`src/rtl/lead_norm_pkg.sv`:
```
// Shared constants, opcode encodings and FSM state type for the
// lead-count / normalize custom instruction.
package lead_norm_pkg;

    localparam int DATA_W = 32;
    localparam int CNT_W  = $clog2(DATA_W) + 1;

    localparam logic [1:0] OP_CLO   = 2'd0;
    localparam logic [1:0] OP_CLZ   = 2'd1;
    localparam logic [1:0] OP_NORM  = 2'd2;
    localparam logic [1:0] OP_GETSH = 2'd3;

    typedef enum logic [1:0] {
        IDLE = 2'd0,
        SCAN = 2'd1,
        FIN  = 2'd2
    } state_t;

    function automatic logic [DATA_W-1:0] zext_cnt(input logic [CNT_W-1:0] c);
        return {{(DATA_W-CNT_W){1'b0}}, c};
    endfunction

endpackage

```
`src/rtl/lead_norm_ci_if.sv`:
```
// Nios II multi-cycle custom-instruction port bundle (CPU = master, CI = slave).
interface lead_norm_ci_if;
    import lead_norm_pkg::*;

    // Handshake: the master pulses start for one clk_en cycle with n/dataa
    // valid; the slave later pulses done for one clk_en cycle with result
    // valid. Starts seen while the slave is busy are dropped.
    logic              start;
    logic [1:0]        n;
    logic [DATA_W-1:0] dataa;
    logic [DATA_W-1:0] datab;
    logic              done;
    logic [DATA_W-1:0] result;

    modport master (output start, n, dataa, datab, input done, result);
    modport slave  (input start, n, dataa, datab, output done, result);

endinterface

```
`src/rtl/lead_scan_dp.sv`:
```
// Scan datapath: shift register, run counter and stop compare. The compare
// looks at the operand being loaded, so the start cycle is the first scan step.
module lead_scan_dp
    import lead_norm_pkg::*;
(
    input  logic              clk,
    input  logic              reset,
    input  logic              load,
    input  logic              step,
    input  logic              target,
    input  logic [DATA_W-1:0] data,
    output logic              stop,
    output logic [DATA_W-1:0] shreg,
    output logic [CNT_W-1:0]  cnt
);

    logic [DATA_W-1:0] cur;
    logic [CNT_W-1:0]  cur_cnt;

    assign cur     = load ? data : shreg;
    assign cur_cnt = load ? '0 : cnt;
    assign stop    = (cur_cnt == CNT_W'(DATA_W)) || (cur[DATA_W-1] != target);

    always_ff @(posedge clk) begin
        if (reset) begin
            shreg <= '0;
            cnt   <= '0;
        end else if (load || step) begin
            if (stop) begin
                shreg <= cur;
                cnt   <= cur_cnt;
            end else begin
                shreg <= cur << 1;
                cnt   <= cur_cnt + 1'b1;
            end
        end
    end

endmodule

```
`src/rtl/lead_norm_ci.sv`:
```
// Count-leading-ones/zeros and normalize custom instruction: FSM, opcode
// latch and registered done/result/last_shift around the scan datapath.
module lead_norm_ci
    import lead_norm_pkg::*;
(
    input  logic           clk,
    input  logic           reset,
    input  logic           clk_en,
    lead_norm_ci_if.slave  ci,
    output state_t         state_dbg
);

    state_t            state;
    state_t            state_nxt;
    logic [1:0]        op;
    logic              target;
    logic [CNT_W-1:0]  last_shift;
    logic              done_q;
    logic [DATA_W-1:0] result_q;

    logic              accept;
    logic              scan_op;
    logic              load;
    logic              step;
    logic              tgt_sel;
    logic              stop;
    logic [DATA_W-1:0] shreg;
    logic [CNT_W-1:0]  cnt;
    logic              unused_datab;

    assign unused_datab = ^ci.datab;

    lead_scan_dp u_scan (
        .clk    (clk),
        .reset  (reset),
        .load   (load),
        .step   (step),
        .target (tgt_sel),
        .data   (ci.dataa),
        .stop   (stop),
        .shreg  (shreg),
        .cnt    (cnt)
    );

    always_ff @(posedge clk) begin
        if (reset) begin
            state <= IDLE;
        end else if (clk_en) begin
            state <= state_nxt;
        end
    end

    always_comb begin
        state_nxt = state;
        case (state)
            IDLE: if (accept) state_nxt = (scan_op && !stop) ? SCAN : FIN;
            SCAN: if (stop) state_nxt = FIN;
            FIN:  state_nxt = IDLE;
            default: state_nxt = IDLE;
        endcase
    end

    // In IDLE the target bit comes straight from the opcode being issued.
    always_comb begin
        accept  = (state == IDLE) && ci.start && clk_en;
        scan_op = (ci.n != OP_GETSH);
        load    = accept && scan_op;
        step    = (state == SCAN) && clk_en;
        tgt_sel = (state == IDLE) ? (ci.n == OP_CLO) : target;
    end

    always_ff @(posedge clk) begin
        if (reset) begin
            done_q     <= 1'b0;
            result_q   <= '0;
            last_shift <= '0;
            op         <= OP_CLO;
            target     <= 1'b0;
        end else if (clk_en) begin
            done_q <= (state == FIN);
            if (accept) begin
                op     <= ci.n;
                target <= (ci.n == OP_CLO);
            end
            if (state == FIN) begin
                case (op)
                    OP_CLO, OP_CLZ: result_q <= zext_cnt(cnt);
                    OP_NORM: begin
                        result_q   <= shreg;
                        last_shift <= cnt;
                    end
                    default: result_q <= zext_cnt(last_shift);
                endcase
            end
        end
    end

    assign ci.done   = done_q;
    assign ci.result = result_q;
    assign state_dbg = state;

endmodule

```
`src/flat_wrapper.sv`:
```
// flat-port wrapper written by rule: the top's interface ports become plain ports
module lead_norm_ci_flat import lead_norm_pkg::*;
  (clk, reset, clk_en, state_dbg, ci_start, ci_n, ci_dataa, ci_datab, ci_done, ci_result);
  lead_norm_ci_if ci_i ();
  input  logic clk;
  input  logic reset;
  input  logic clk_en;
  output state_t state_dbg;
  input wire logic [$bits(ci_i.start)-1:0] ci_start;
  input wire logic [$bits(ci_i.n)-1:0] ci_n;
  input wire logic [$bits(ci_i.dataa)-1:0] ci_dataa;
  input wire logic [$bits(ci_i.datab)-1:0] ci_datab;
  output wire logic [$bits(ci_i.done)-1:0] ci_done;
  output wire logic [$bits(ci_i.result)-1:0] ci_result;
  assign ci_i.start = ci_start;
  assign ci_i.n = ci_n;
  assign ci_i.dataa = ci_dataa;
  assign ci_i.datab = ci_datab;
  assign ci_done = ci_i.done;
  assign ci_result = ci_i.result;
  lead_norm_ci u_core (.clk(clk), .reset(reset), .clk_en(clk_en), .ci(ci_i), .state_dbg(state_dbg));
endmodule
```
`config.mk`:
```
export PLATFORM = sky130hd
export DESIGN_NAME = lead_norm_ci_flat
export DESIGN_NICKNAME = d
export VERILOG_FILES = /design/src/rtl/lead_norm_pkg.sv /design/src/rtl/lead_norm_ci_if.sv /design/src/rtl/lead_scan_dp.sv /design/src/rtl/lead_norm_ci.sv /design/src/flat_wrapper.sv
export SDC_FILE = /design/constraint.sdc
export NUM_CORES = 1
export LEC_CHECK = 0
export ABC_CLOCK_PERIOD_IN_PS = 5300
export BUFFER_PORTS_ARGS = -buffer_cell sky130_fd_sc_hd__buf_2
export CELL_PAD_IN_SITES_DETAIL_PLACEMENT = 0
export CELL_PAD_IN_SITES_GLOBAL_PLACEMENT = 1
export CORE_MARGIN = 8
export CORE_UTILIZATION = 43
export DETAILED_ROUTE_END_ITERATION = 12
export PLACE_DENSITY = 0.94
export SLEW_MARGIN = 10
export SYNTH_ARGS = -nofsm -noshare
export SYNTH_HDL_FRONTEND = slang
export SYNTH_HIERARCHICAL = 1
export SYNTH_SLANG_ARGS = --single-unit
```
`constraint.sdc`:
```
create_clock -name clk -period 5.3 [get_ports clk]
set_input_delay 0 -clock clk [delete_from_list [all_inputs] [get_ports clk]]
set_output_delay 0 -clock clk [all_outputs]
set_load 0.01 [all_outputs]
```
==> impl_metrics.ini <==
[floorplan]
die_area_um2 = 12450
coreArea_um2 = 9065
die_w_um = 111.6
io_pins = 105
die_height_um = 111.6
rows = 35
initial_core_util_pct = 43.34

[drt]
routed.top_layer = met4
met2_length_mm = 4.599
first_pass_iters = 6
avgRoutedWirePerCell_um = 17.27
route.detailed.drc = 0
via_per_inst = 5.791
ant_nets = 0
wl_met1_mm = 4.772
route.vias.total = 3376
drt_wl_total_mm = 10.07
wl_met3_um = 638
drtIter0Drc = 206

[critical_path]
cp_data_required_time_ns = 5.56
critical_path.top_delay_family = simple AND/OR/NAND/NOR gates
crit_buf_inv = 0
rr_endpoint = u_core/u_scan/shreg[15]$_SDFFE_PP0P_
r2r_start = u_core/state_dbg[1]$_SDFFE_PP0P_
rrSetupSlack_ns = 1.70
cp-start-kind = register
cp_max_fo = 31
worstRegToRegCells = 6
end_kind = register
cp.depth = 6
slowest_delay_ns = 0.76
worstSetupStartpoint = u_core/state_dbg[1]$_SDFFE_PP0P_
crit_path_end = u_core/u_scan/shreg[15]$_SDFFE_PP0P_
arrival_ns = 3.85
criticalPathCategory = reg2reg
slowest_stage = and2_2
path_cells = and4bb_1 -> and2_2 -> mux2i_4 -> xor2_4 -> a21oi_2 -> a221oi_1

[cts]
clkSinkCount = 82
cts_max_path_buffers = 2
cts_made_buffers = 9
clk_latency_ns = 0.36
path_clk_slew_ns = 0.09
cts_tree = done
cts-root-buf = clkbuf_8
cts_setup_buffers = 0
htree_levels = 3

[power_and_ir_drop]
leakagePower_nw = 1.843
power_frac_seq_pct = 47.1
netSwitchingPower_w = 0.0003804
p_per_area_nw_per_um2 = 308.2
swShare_pct = 27.04
finalPower_w = 0.001407
internal-power_w = 0.001026
power_frac_clock_pct = 40.1
ir_drop_v = 0.0001925
combinationalPowerShare_pct = 12.9

[layout]
diodes = 0
final_nets = 537
syn_to_final_growth_pct = 16.15
drive_gt1_share_pct = 22.67

[sta]
setup_viol = 0
max-slew-margin-rel_pct = 20.03
fin_crit_sh_pct = 67.85
hold_slack_ns = 0.04502
hold_viol_final = 0
slew_violations = 0
worst_slew_pin_slew_ns = 1.196
rsz0062_at_grt = no
finClkSkew_ns = 0.01027
fmax_ghz = 0.2781
fin_tns_setup_ns = 0
post-route-min-period_ns = 3.596

[global_route]
grt_start_max_net_pins = 61
antenna_found_initial = 0
grt_pass1_vias = 3401
grt.total_usage_pct = 15.99
overflow = 0
grt_pass1_wl_mm = 16.61

[placement]
portBuffers = 72
hpwlAfterDp_mm = 6.647
place.gp.congestion = 0.7958

[synth]
syn_nets = 480
synth_area_leaders = dfxtp_1 (42%), mux2i_1 (8.7%), a22o_1 (7.1%)
netlist_area_um2 = 3929
syn_inst = 410
synth_enable_flop_cells = 0
yosysWarningCount = 6
synth_ff_type = dfxtp_1
synth_area_per_cell_um2 = 9.582
synth-seq-cells = 82
async_reset_ff_share_pct = 0
ys_types = 52
yosysTopAreaCellShare_pct = 41.78
synth_largest_area_cell = dfxtp_1
yosysSeqAreaShare_pct = 41.78

[hold_path]
whs_path_depth = 5
hp-class = in2reg

[outcome]
status = finished, final reports clean

[flow_run]
max_cap_viol_count = 0
## cell usage in the layout, fill, tap and decap left out, drive strengths merged, types with 3 or more instances in the layout
master / count
a21oi: 29
a221o: 6
a221oi: 17
a22o: 32
a31oi: 16
buf: 77
bufinv: 3
clkbuf: 9
dfxtp: 82
dlygate4sd3: 5
inv: 5
mux2i: 35
nand2: 32
nand2b: 24
nand3: 5
nand4: 3
nor2: 24
nor3: 5
o211ai: 5
o21ai: 8
o21bai: 16
## cells in the mapped netlist (2+ instances only)
cell / instances
buf_6: 4
o211ai_1: 5
o21ai_0: 8
nor3_1: 3
or4_1: 2
nor3b_1: 2
a21oi_1: 28
a21o_1: 2
or3_1: 2
nand2b_1: 24
nand3_1: 5
a221oi_1: 17
mux2i_1: 34
nand2_1: 32
nor3_4: 2
a22o_1: 32
dfxtp_1: 82
nor2_1: 23
buf_2: 12
buf_4: 6
clkbuf_1: 13
a31oi_1: 16
and2_1: 2
nor2b_1: 2
a22oi_1: 2
o21bai_1: 16
nand4_1: 3
a221o_1: 6
inv_1: 2
## stage by stage
stage | instances | area [um2] | util [%] | worst slack, ns
after floorplan | 410 | 3929 | - | 2.562
after global placement | 562 | 4265 | 47.05 | 1.876
after detailed placement | 562 | 4265 | 47.05 | 1.770
after CTS | 583 | 4563 | 50.34 | 1.730
after global routing | 583 | 4563 | 50.34 | 1.532
final | 583 | 4563 | 50.34 | 1.704
## kinds of logic (layout without fill, tap and decap cells)
family	Yosys count	after routing	synth area share (%)
AO/OA/AOI/OAI	140	140	26.08
XOR/XNOR	2	2	1.115
buffers and inverters	38	100	5.382
flip-flops	82	82	41.78
multiplexers	37	37	9.809
AND/OR/NAND/NOR	111	111	15.83
## flip-flops by register name, summed over array words and instances (netlist names)
name / flops
u_core/last_shift: 6
u_core/target: 1
u_core/u_scan/shreg: 32
u_core/u_scan/cnt: 6
u_core/ci.result: 32
u_core/ci.done: 1
u_core/state_dbg: 2
u_core/op: 2
## worst min path at each step
stage	from	endpoint	slack [ns]
finish	ci_dataa[9]	u_core/u_scan/shreg[9]$_SDFFE_PP0P_	0.05
global route	ci_dataa[27]	u_core/u_scan/shreg[28]$_SDFFE_PP0P_	0.05
CTS	ci_dataa[26]	u_core/u_scan/shreg[27]$_SDFFE_PP0P_	0.03
detailed placement	ci_n[1]	u_core/op[1]$_SDFFE_PP0P_	0.30
global placement	ci_n[1]	u_core/op[1]$_SDFFE_PP0P_	0.29
floorplan	ci_n[0]	u_core/op[0]$_SDFFE_PP0P_	0.15
## metal layers
layer  vias up  track usage [%]
met5         -                0
li1       1645                -
met1      1631            20.27
met3         5            5.249
met4         0            4.376
met2        95            25.37
## tightest hold or removal path, cell delays in order
cell and delay, ns:
buf_2 0.10, nand2_1 0.05, nand2_1 0.06, o211ai_1 0.08
a21oi_1 0.06
## final cells by class
type / instances / area (um2)
Tap cell: 111 / 138.9
Multi-Input combinational cell: 290 / 2079
Timing Repair Buffer: 82 / 447.9
Fill cell: 849 / 4502
Sequential cell: 82 / 1642
Inverter: 2 / 7.507
Clock buffer: 9 / 123.9
Clock inverter: 7 / 123.9
## what timing repair did
action,in CTS,in global routing
hold buffers,5,0
gates resized for setup,0,0
hold endpoints to repair,6,0
## power by group through the flow
| stage | Clock, W | Combinational (W) | Sequential, W |
|---|---|---|---|
| finish | 0.000563 | 0.000181 | 0.000662 |
| CTS | 0.000577 | 0.000180 | 0.000662 |
| detailed placement | 0 | 0.000176 | 0.000676 |
| global route | 0.000604 | 0.000198 | 0.000665 |
| global placement | 0 | 0.000172 | 0.000675 |
| floorplan | 0 | 0.000140 | 0.000666 |
Note: power is estimated with default switching activity, not from simulation.
